$ cat src/rtl/writeback_buffer_if.sv
// Handshake, register-file write and forwarding signals of the writeback buffer.
// The master side is the producer/register file; the slave side is the buffer itself.
interface writeback_buffer_if #(
    parameter int DEPTH = 4
);
    localparam int CW = $clog2(DEPTH) + 1;

    logic            in_valid;
    logic            in_ready;
    logic [4:0]      in_reg;
    logic [31:0]     in_data;
    logic            ctrl_stall;
    logic            ctrl_writeEnable;
    logic [4:0]      ctrl_writeReg;
    logic [31:0]     data_writeReg;
    logic [4:0]      ctrl_readRegA;
    logic [4:0]      ctrl_readRegB;
    logic            fwd_hitA;
    logic            fwd_hitB;
    logic [31:0]     fwd_dataA;
    logic [31:0]     fwd_dataB;
    logic [CW-1:0]   wb_count;

    modport master (
        output in_valid, in_reg, in_data, ctrl_stall, ctrl_readRegA, ctrl_readRegB,
        input  in_ready, ctrl_writeEnable, ctrl_writeReg, data_writeReg,
               fwd_hitA, fwd_hitB, fwd_dataA, fwd_dataB, wb_count
    );

    modport slave (
        input  in_valid, in_reg, in_data, ctrl_stall, ctrl_readRegA, ctrl_readRegB,
        output in_ready, ctrl_writeEnable, ctrl_writeReg, data_writeReg,
               fwd_hitA, fwd_hitB, fwd_dataA, fwd_dataB, wb_count
    );
endinterface

$ cat src/rtl/writeback_buffer.sv
// In-order writeback FIFO that drains one pending write per unstalled cycle into the
// register file and forwards the youngest pending value to the two snooped read ports.
module writeback_buffer #(
    parameter int DEPTH = 4
) (
    input  logic              clock,
    input  logic              ctrl_reset,
    writeback_buffer_if.slave wb
);
    localparam int PW = $clog2(DEPTH);
    localparam int CW = PW + 1;

    logic [4:0]    entryReg_r  [DEPTH];
    logic [31:0]   entryData_r [DEPTH];
    logic [PW-1:0] headPtr_r;
    logic [PW-1:0] tailPtr_r;
    logic [CW-1:0] count_r;

    logic          inReady_s;
    logic          enqStore_s;
    logic          deqFire_s;
    logic [4:0]    readReg_s  [2];
    logic          fwdHit_s   [2];
    logic [31:0]   fwdData_s  [2];
    logic [PW-1:0] fwdSlot_s;
    logic          fwdMatch_s;

    // Handshake and drain decisions; a register-0 write completes the handshake but is dropped.
    always_comb begin
        inReady_s  = (count_r < CW'(DEPTH));
        enqStore_s = wb.in_valid && inReady_s && (wb.in_reg != 5'd0);
        deqFire_s  = (count_r != {CW{1'b0}}) && !wb.ctrl_stall;
    end

    // Register-file write port, zeroed whenever the buffer is empty.
    always_comb begin
        wb.in_ready         = inReady_s;
        wb.ctrl_writeEnable = deqFire_s;
        wb.wb_count         = count_r;
        if (count_r != {CW{1'b0}}) begin
            wb.ctrl_writeReg = entryReg_r[headPtr_r];
            wb.data_writeReg = entryData_r[headPtr_r];
        end else begin
            wb.ctrl_writeReg = 5'd0;
            wb.data_writeReg = 32'd0;
        end
    end

    // Forwarding scan walks oldest to youngest so the youngest match overwrites earlier ones.
    always_comb begin
        readReg_s[0] = wb.ctrl_readRegA;
        readReg_s[1] = wb.ctrl_readRegB;
        fwdSlot_s    = headPtr_r;
        fwdMatch_s   = 1'b0;
        for (int p = 0; p < 2; p++) begin
            fwdHit_s[p]  = 1'b0;
            fwdData_s[p] = 32'd0;
            for (int age = 0; age < DEPTH; age++) begin
                fwdSlot_s    = headPtr_r + PW'(age);
                fwdMatch_s   = (CW'(age) < count_r) && (readReg_s[p] != 5'd0) &&
                               (entryReg_r[fwdSlot_s] == readReg_s[p]);
                fwdHit_s[p]  = fwdHit_s[p] | fwdMatch_s;
                fwdData_s[p] = fwdMatch_s ? entryData_r[fwdSlot_s] : fwdData_s[p];
            end
        end
    end

    // Forwarding outputs.
    always_comb begin
        wb.fwd_hitA  = fwdHit_s[0];
        wb.fwd_dataA = fwdData_s[0];
        wb.fwd_hitB  = fwdHit_s[1];
        wb.fwd_dataB = fwdData_s[1];
    end

    // Pointer and occupancy state; reset discards every pending entry at once.
    always_ff @(posedge clock or posedge ctrl_reset) begin
        if (ctrl_reset) begin
            headPtr_r <= {PW{1'b0}};
            tailPtr_r <= {PW{1'b0}};
            count_r   <= {CW{1'b0}};
        end else begin
            if (enqStore_s) begin
                tailPtr_r <= tailPtr_r + PW'(1);
            end
            if (deqFire_s) begin
                headPtr_r <= headPtr_r + PW'(1);
            end
            case ({enqStore_s, deqFire_s})
                2'b10:   count_r <= count_r + CW'(1);
                2'b01:   count_r <= count_r - CW'(1);
                default: count_r <= count_r;
            endcase
        end
    end

    // Entry storage needs no reset: every consumer is qualified by the occupancy count.
    always_ff @(posedge clock) begin
        if (enqStore_s && !ctrl_reset) begin
            entryReg_r[tailPtr_r]  <= wb.in_reg;
            entryData_r[tailPtr_r] <= wb.in_data;
        end
    end
endmodule

$ cat src/flat_wrapper.sv
// flat-port wrapper written by rule: the top's interface ports become plain ports
module writeback_buffer_flat 
#(
    parameter int DEPTH = 4
)
  (clock, ctrl_reset, wb_in_valid, wb_in_reg, wb_in_data, wb_ctrl_stall, wb_ctrl_readRegA, wb_ctrl_readRegB, wb_in_ready, wb_ctrl_writeEnable, wb_ctrl_writeReg, wb_data_writeReg, wb_fwd_hitA, wb_fwd_hitB, wb_fwd_dataA, wb_fwd_dataB, wb_wb_count);
  writeback_buffer_if #(.DEPTH(DEPTH)) wb_i ();
  input  logic clock;
  input  logic ctrl_reset;
  input wire logic [$bits(wb_i.in_valid)-1:0] wb_in_valid;
  input wire logic [$bits(wb_i.in_reg)-1:0] wb_in_reg;
  input wire logic [$bits(wb_i.in_data)-1:0] wb_in_data;
  input wire logic [$bits(wb_i.ctrl_stall)-1:0] wb_ctrl_stall;
  input wire logic [$bits(wb_i.ctrl_readRegA)-1:0] wb_ctrl_readRegA;
  input wire logic [$bits(wb_i.ctrl_readRegB)-1:0] wb_ctrl_readRegB;
  output wire logic [$bits(wb_i.in_ready)-1:0] wb_in_ready;
  output wire logic [$bits(wb_i.ctrl_writeEnable)-1:0] wb_ctrl_writeEnable;
  output wire logic [$bits(wb_i.ctrl_writeReg)-1:0] wb_ctrl_writeReg;
  output wire logic [$bits(wb_i.data_writeReg)-1:0] wb_data_writeReg;
  output wire logic [$bits(wb_i.fwd_hitA)-1:0] wb_fwd_hitA;
  output wire logic [$bits(wb_i.fwd_hitB)-1:0] wb_fwd_hitB;
  output wire logic [$bits(wb_i.fwd_dataA)-1:0] wb_fwd_dataA;
  output wire logic [$bits(wb_i.fwd_dataB)-1:0] wb_fwd_dataB;
  output wire logic [$bits(wb_i.wb_count)-1:0] wb_wb_count;
  assign wb_i.in_valid = wb_in_valid;
  assign wb_i.in_reg = wb_in_reg;
  assign wb_i.in_data = wb_in_data;
  assign wb_i.ctrl_stall = wb_ctrl_stall;
  assign wb_i.ctrl_readRegA = wb_ctrl_readRegA;
  assign wb_i.ctrl_readRegB = wb_ctrl_readRegB;
  assign wb_in_ready = wb_i.in_ready;
  assign wb_ctrl_writeEnable = wb_i.ctrl_writeEnable;
  assign wb_ctrl_writeReg = wb_i.ctrl_writeReg;
  assign wb_data_writeReg = wb_i.data_writeReg;
  assign wb_fwd_hitA = wb_i.fwd_hitA;
  assign wb_fwd_hitB = wb_i.fwd_hitB;
  assign wb_fwd_dataA = wb_i.fwd_dataA;
  assign wb_fwd_dataB = wb_i.fwd_dataB;
  assign wb_wb_count = wb_i.wb_count;
  writeback_buffer #(.DEPTH(DEPTH)) u_core (.clock(clock), .ctrl_reset(ctrl_reset), .wb(wb_i));
endmodule
$ cat config.mk
export PLATFORM = sky130hd
export DESIGN_NAME = writeback_buffer_flat
export DESIGN_NICKNAME = d
export VERILOG_FILES = /design/src/rtl/writeback_buffer_if.sv /design/src/rtl/writeback_buffer.sv /design/src/flat_wrapper.sv
export SDC_FILE = /design/constraint.sdc
export NUM_CORES = 1
export LEC_CHECK = 0
export ABC_CLOCK_PERIOD_IN_PS = 5000
export BUFFER_PORTS_ARGS = -buffer_cell sky130_fd_sc_hd__buf_4
export CORE_ASPECT_RATIO = 1.2
export CORE_UTILIZATION = 55
export CTS_CLUSTER_DIAMETER = 40
export DETAILED_ROUTE_END_ITERATION = 16
export GPL_TIMING_DRIVEN = 1
export PLACE_DENSITY = 0.76
export SLEW_MARGIN = 25
export SYNTH_ARGS = -nofsm -noshare
export SYNTH_HDL_FRONTEND = slang
export SYNTH_SLANG_ARGS = --single-unit
$ cat constraint.sdc
create_clock -name clock -period 5 [get_ports clock]
set_input_delay 1 -clock clock [delete_from_list [all_inputs] [get_ports clock]]
set_output_delay 1 -clock clock [all_outputs]
set_load 0.03 [all_outputs]
==> impl.org <==
** Status
- Outcome :: complete, no violations

** Die
- The floorplan step defined a die boundary enclosing 23400 sq um.
- Total I/O pin count :: 159
- After floorplanning, the core was sized to cover 22400 sq um.
- Overall die height :: 167 um
- Die X :: 140 um
- The initialized floorplan defines 60 standard-cell rows.
- The initial utilization of the core area, before any placement, comes to 0.561.

** Worst setup path
- At the worst endpoint, the arrival time is ~3900 ps.
- The critical path is of the flip-flop to primary output type.
- At the worst endpoint, the required time is 4000 ps.
- The worst setup path is captured at a primary output.
- The worst setup path is launched from a flip-flop.
- Of all nets on the critical path, the largest fanout is 19.
- FF-to-FF setup slack :: 2370 ps

** Timing
- Max-slew violation count :: 0
- Number of failing setup endpoints in the final timing report :: 0
- In the finished design, the share of the clock period the worst path needs comes to 0.983.
- Tightest Pin Transition :: 968 ps
- Timing would allow up to 0.204 GHz.
- Number of failing hold endpoints at the final stage :: 0
- Worst-case clock skew :: between 9 and 10 ps
- Setup repair after global routing could not meet its margin everywhere.
- Post-Route Hold Slack :: 505 ps
- Slew margin rel. :: 0.355
- Setup Total Neg Slack :: 0 ps
- Minimum clock period :: 4910 ps

** Routing
- After detailed routing, the number of vias per cell comes to 6.89.
- Dividing the detail-routed wire length by the instance count gives 22.6 um.
- The final layout contains routed wiring with a total length of 39700 um.
- In the routed design, unresolved DRC markers number 0.
- Antenna-violating nets left :: 0
- After the first detailed-routing iteration, the DRC count stood at between 1k and 1.5k.
- Summing over every cut layer, the via total after detailed routing is 12.1k.
- 1st-pass router iterations :: 5

** Layout
- In the final layout, the share of cells above drive strength 1 is 0.229.
- Filler Cells Inserted :: 1812
- Compared with the post-synthesis result, the final layout area differs by 16.5%.
- Fin area :: between 10000 and 15000 sq um
- In the layout the commonest cells are nor2_1, buf_4, edfxtp_1, mux2i_1, o21ai_0.
- The library cell used most frequently in the layout, excluding fill and tap cells, is nor2_1.
- Count of nets after finishing :: 1525

** Global route
- Entering global routing, the biggest net connects 279 pins.
- The number of global-route vias before repair was 11.1k.
- The total overflow left after global routing is 0.
- The first global-routing pass estimated 59200 um of wire.
- Global router's overall resource usage :: 0.325
- The number of antenna violations at the first check in global routing came to 2.

** CTS
- Number of buffers inserted for hold repair after clock tree synthesis :: 0
- Clk pin slew, worst setup/hold paths :: 60 ps
- Clock latency of the later-clocked register in the worst-skew pair :: 440 ps
- CTS tree :: done
- Counting the buffers created by CTS gives 17.
- CTS H-Tree Depth :: 4
- Clock tree synthesis selected as its root buffer the cell clkbuf_16.
- CTS Buffer Depth :: 2
- For this design, the sink count on the clock tree is 155.

** Placed design
- Detailed placement finished with a half-perimeter wire length of 23900 um.
- The count of buffers added on input and output ports is 158.
- Routability-driven placement finished with a final weighted congestion of 0.980.
- Once placement finished, the instance area stood at 13900 sq um.

** Logic synthesis
- Asr flop ratio synth :: 0.0452
- Number of enable flip-flop cells after synthesis :: 148
- Library cells used by synthesis :: just under 60
- The Yosys step of the flow raised 0 warnings.
- Synthesis produced 1384 cells.
- Synthesis inferred 155 register bits.
- Of the synthesized area, sequential elements account for 0.368.
- The number of nets handed over by synthesis was 1444.
- Mapped cell area :: 12500 sq um
- Dominant register cell in the synthesized netlist :: edfxtp_1
- Averaged over all synthesized cells, the footprint is around 9.1 sq um.

** Min path
- Hold Path Class :: input port to asynchronous set/reset pin

** Pwr
- Leakage power total :: approximately 5.7 nW
- Power density over the cells :: 621 nW/um^2
- Across the VDD grid, the largest voltage drop is between 0.6 and 0.7 mV.

** Job
- The tool flagged a number of max-cap violations equal to 0.
## critical path: stages, from the launching register on
cell and delay (ps):
dfrtp_4 580, mux4_1 670, xor2_1 180, nor4_2 350, o21ai_4 150, buf_4 260
nand3_2 240, buf_4 330, o221ai_1 150, o21ai_0 330, buf_4 230
## flip-flops by register name (all words and copies together), names as in the netlist
name,flops
u_core.tailPtr_r,2
u_core.wb.wb_count,3
u_core.entryReg_r,20
u_core.headPtr_r,2
u_core.entryData_r,128
## cell families (layout without fill, tap and decap cells)
family / count (synthesis) / count (layout) / share of synthesized area
AND/OR/NAND/NOR: 431 / 432 / 0.149
flip-flops: 155 / 155 / 0.368
multiplexers: 193 / 193 / 0.172
AO/OA/AOI/OAI: 396 / 396 / 0.212
buffers and inverters: 149 / 241 / 0.0541
XOR/XNOR: 51 / 51 / 0.0356
adder cells (fa/ha/maj): 9 / 9 / 0.00897
other: 0 / 2 / 0
## metal layers
metal	vias to the layer above	track usage	wire length [um]
li1	5370	-	-
met1	5788	0.418	15400
met2	789	0.529	18600
met3	173	0.0458	3820
met4	0	0.181	1900
met5	-	0	0
## power by group
group / internal, mW / switching [mW]
sequential: 1.55 / 0.156
clock: 0.727 / 0.529
combinational: 2.25 / 3.87
## timing repair
action                                  CTS  global route
buffers inserted                          2             3
gates resized for setup                   2             8
pin swaps                                 1             1
endpoints found under the setup margin   15            61
cloned                                    0             2
## worst paths after layout
path / depth (start not counted) / to / from
setup / recovery: 10 / wb_fwd_dataB[19] / u_core.headPtr_r[0]
hold / removal: 2 / u_core.tailPtr_r[1] / ctrl_reset
setup reg to reg: 5 / u_core.entryData_r[3][30] / u_core.wb.wb_count[2]
hold reg to reg: 1 / u_core.tailPtr_r[0] / u_core.tailPtr_r[0]
max in group asynchronous: 2 / u_core.headPtr_r[0] / ctrl_reset
min in group clock: 1 / u_core.tailPtr_r[0] / u_core.tailPtr_r[0]
## metrics by stage
step	power (mW)	setup slack (ps)	instances	utilization
6_report	9.08	86.5	1758	0.653
5_1_grt	9.50	0.538	1757	0.653
4_1_cts	8.88	7.69	1750	0.648
3_5_place_dp	7.60	318	1717	0.621
3_3_place_gp	7.51	366	1716	0.620
2_1_floorplan	5.99	445	1384	-
## layout make-up
class	instances	area, sq um	area share
Multi-Input combinational cell	1081	7410	0.507
Sequential cell	155	4630	0.317
Timing Repair Buffer	201	1640	0.112
Clock buffer	19	433	0.0296
Tap cell	279	349	0.0239
Clock inverter	12	124	0.00847
Inverter	9	35.0	0.00240
Antenna cell	2	5.00	0.000342
## cell usage after synthesis, types with 2 or more instances
| cell | n | area (sq um) |
|---|---|---|
| a211o_1 | 2 | 17.5 |
| a211oi_1 | 30 | 225 |
| a21oi_1 | 92 | 460 |
| a221o_1 | 29 | 290 |
| a22o_1 | 29 | 254 |
| a22oi_1 | 2 | 15.0 |
| a2bb2oi_1 | 29 | 254 |
| a31oi_1 | 29 | 181 |
| and2_1 | 5 | 31.3 |
| buf_1 | 18 | 67.6 |
| buf_2 | 29 | 145 |
| buf_6 | 4 | 45.0 |
| buf_8 | 3 | 45.0 |
| clkbuf_1 | 84 | 315 |
| dfrtp_1 | 7 | 175 |
| edfxtp_1 | 148 | 4440 |
| ha_1 | 9 | 113 |
| inv_1 | 9 | 33.8 |
| mux2_2 | 65 | 732 |
| mux2i_1 | 116 | 1160 |
| mux4_2 | 10 | 225 |
| nand2_1 | 48 | 180 |
| nand3_1 | 32 | 160 |
| nor2_1 | 249 | 935 |
| nor2b_1 | 5 | 31.3 |
| nor3_1 | 46 | 230 |
| nor4_1 | 7 | 43.8 |
| o211ai_1 | 3 | 22.5 |
| o21a_1 | 2 | 15.0 |
| o21ai_0 | 93 | 465 |
| o21ai_1 | 12 | 60.1 |
| o221ai_1 | 30 | 263 |
| o22ai_1 | 3 | 18.8 |
| or2_2 | 2 | 12.5 |
| or3_1 | 29 | 181 |
| or4_1 | 3 | 22.5 |
| xnor2_1 | 35 | 307 |
| xor2_1 | 16 | 140 |
Power figures use the tool's default switching activity.
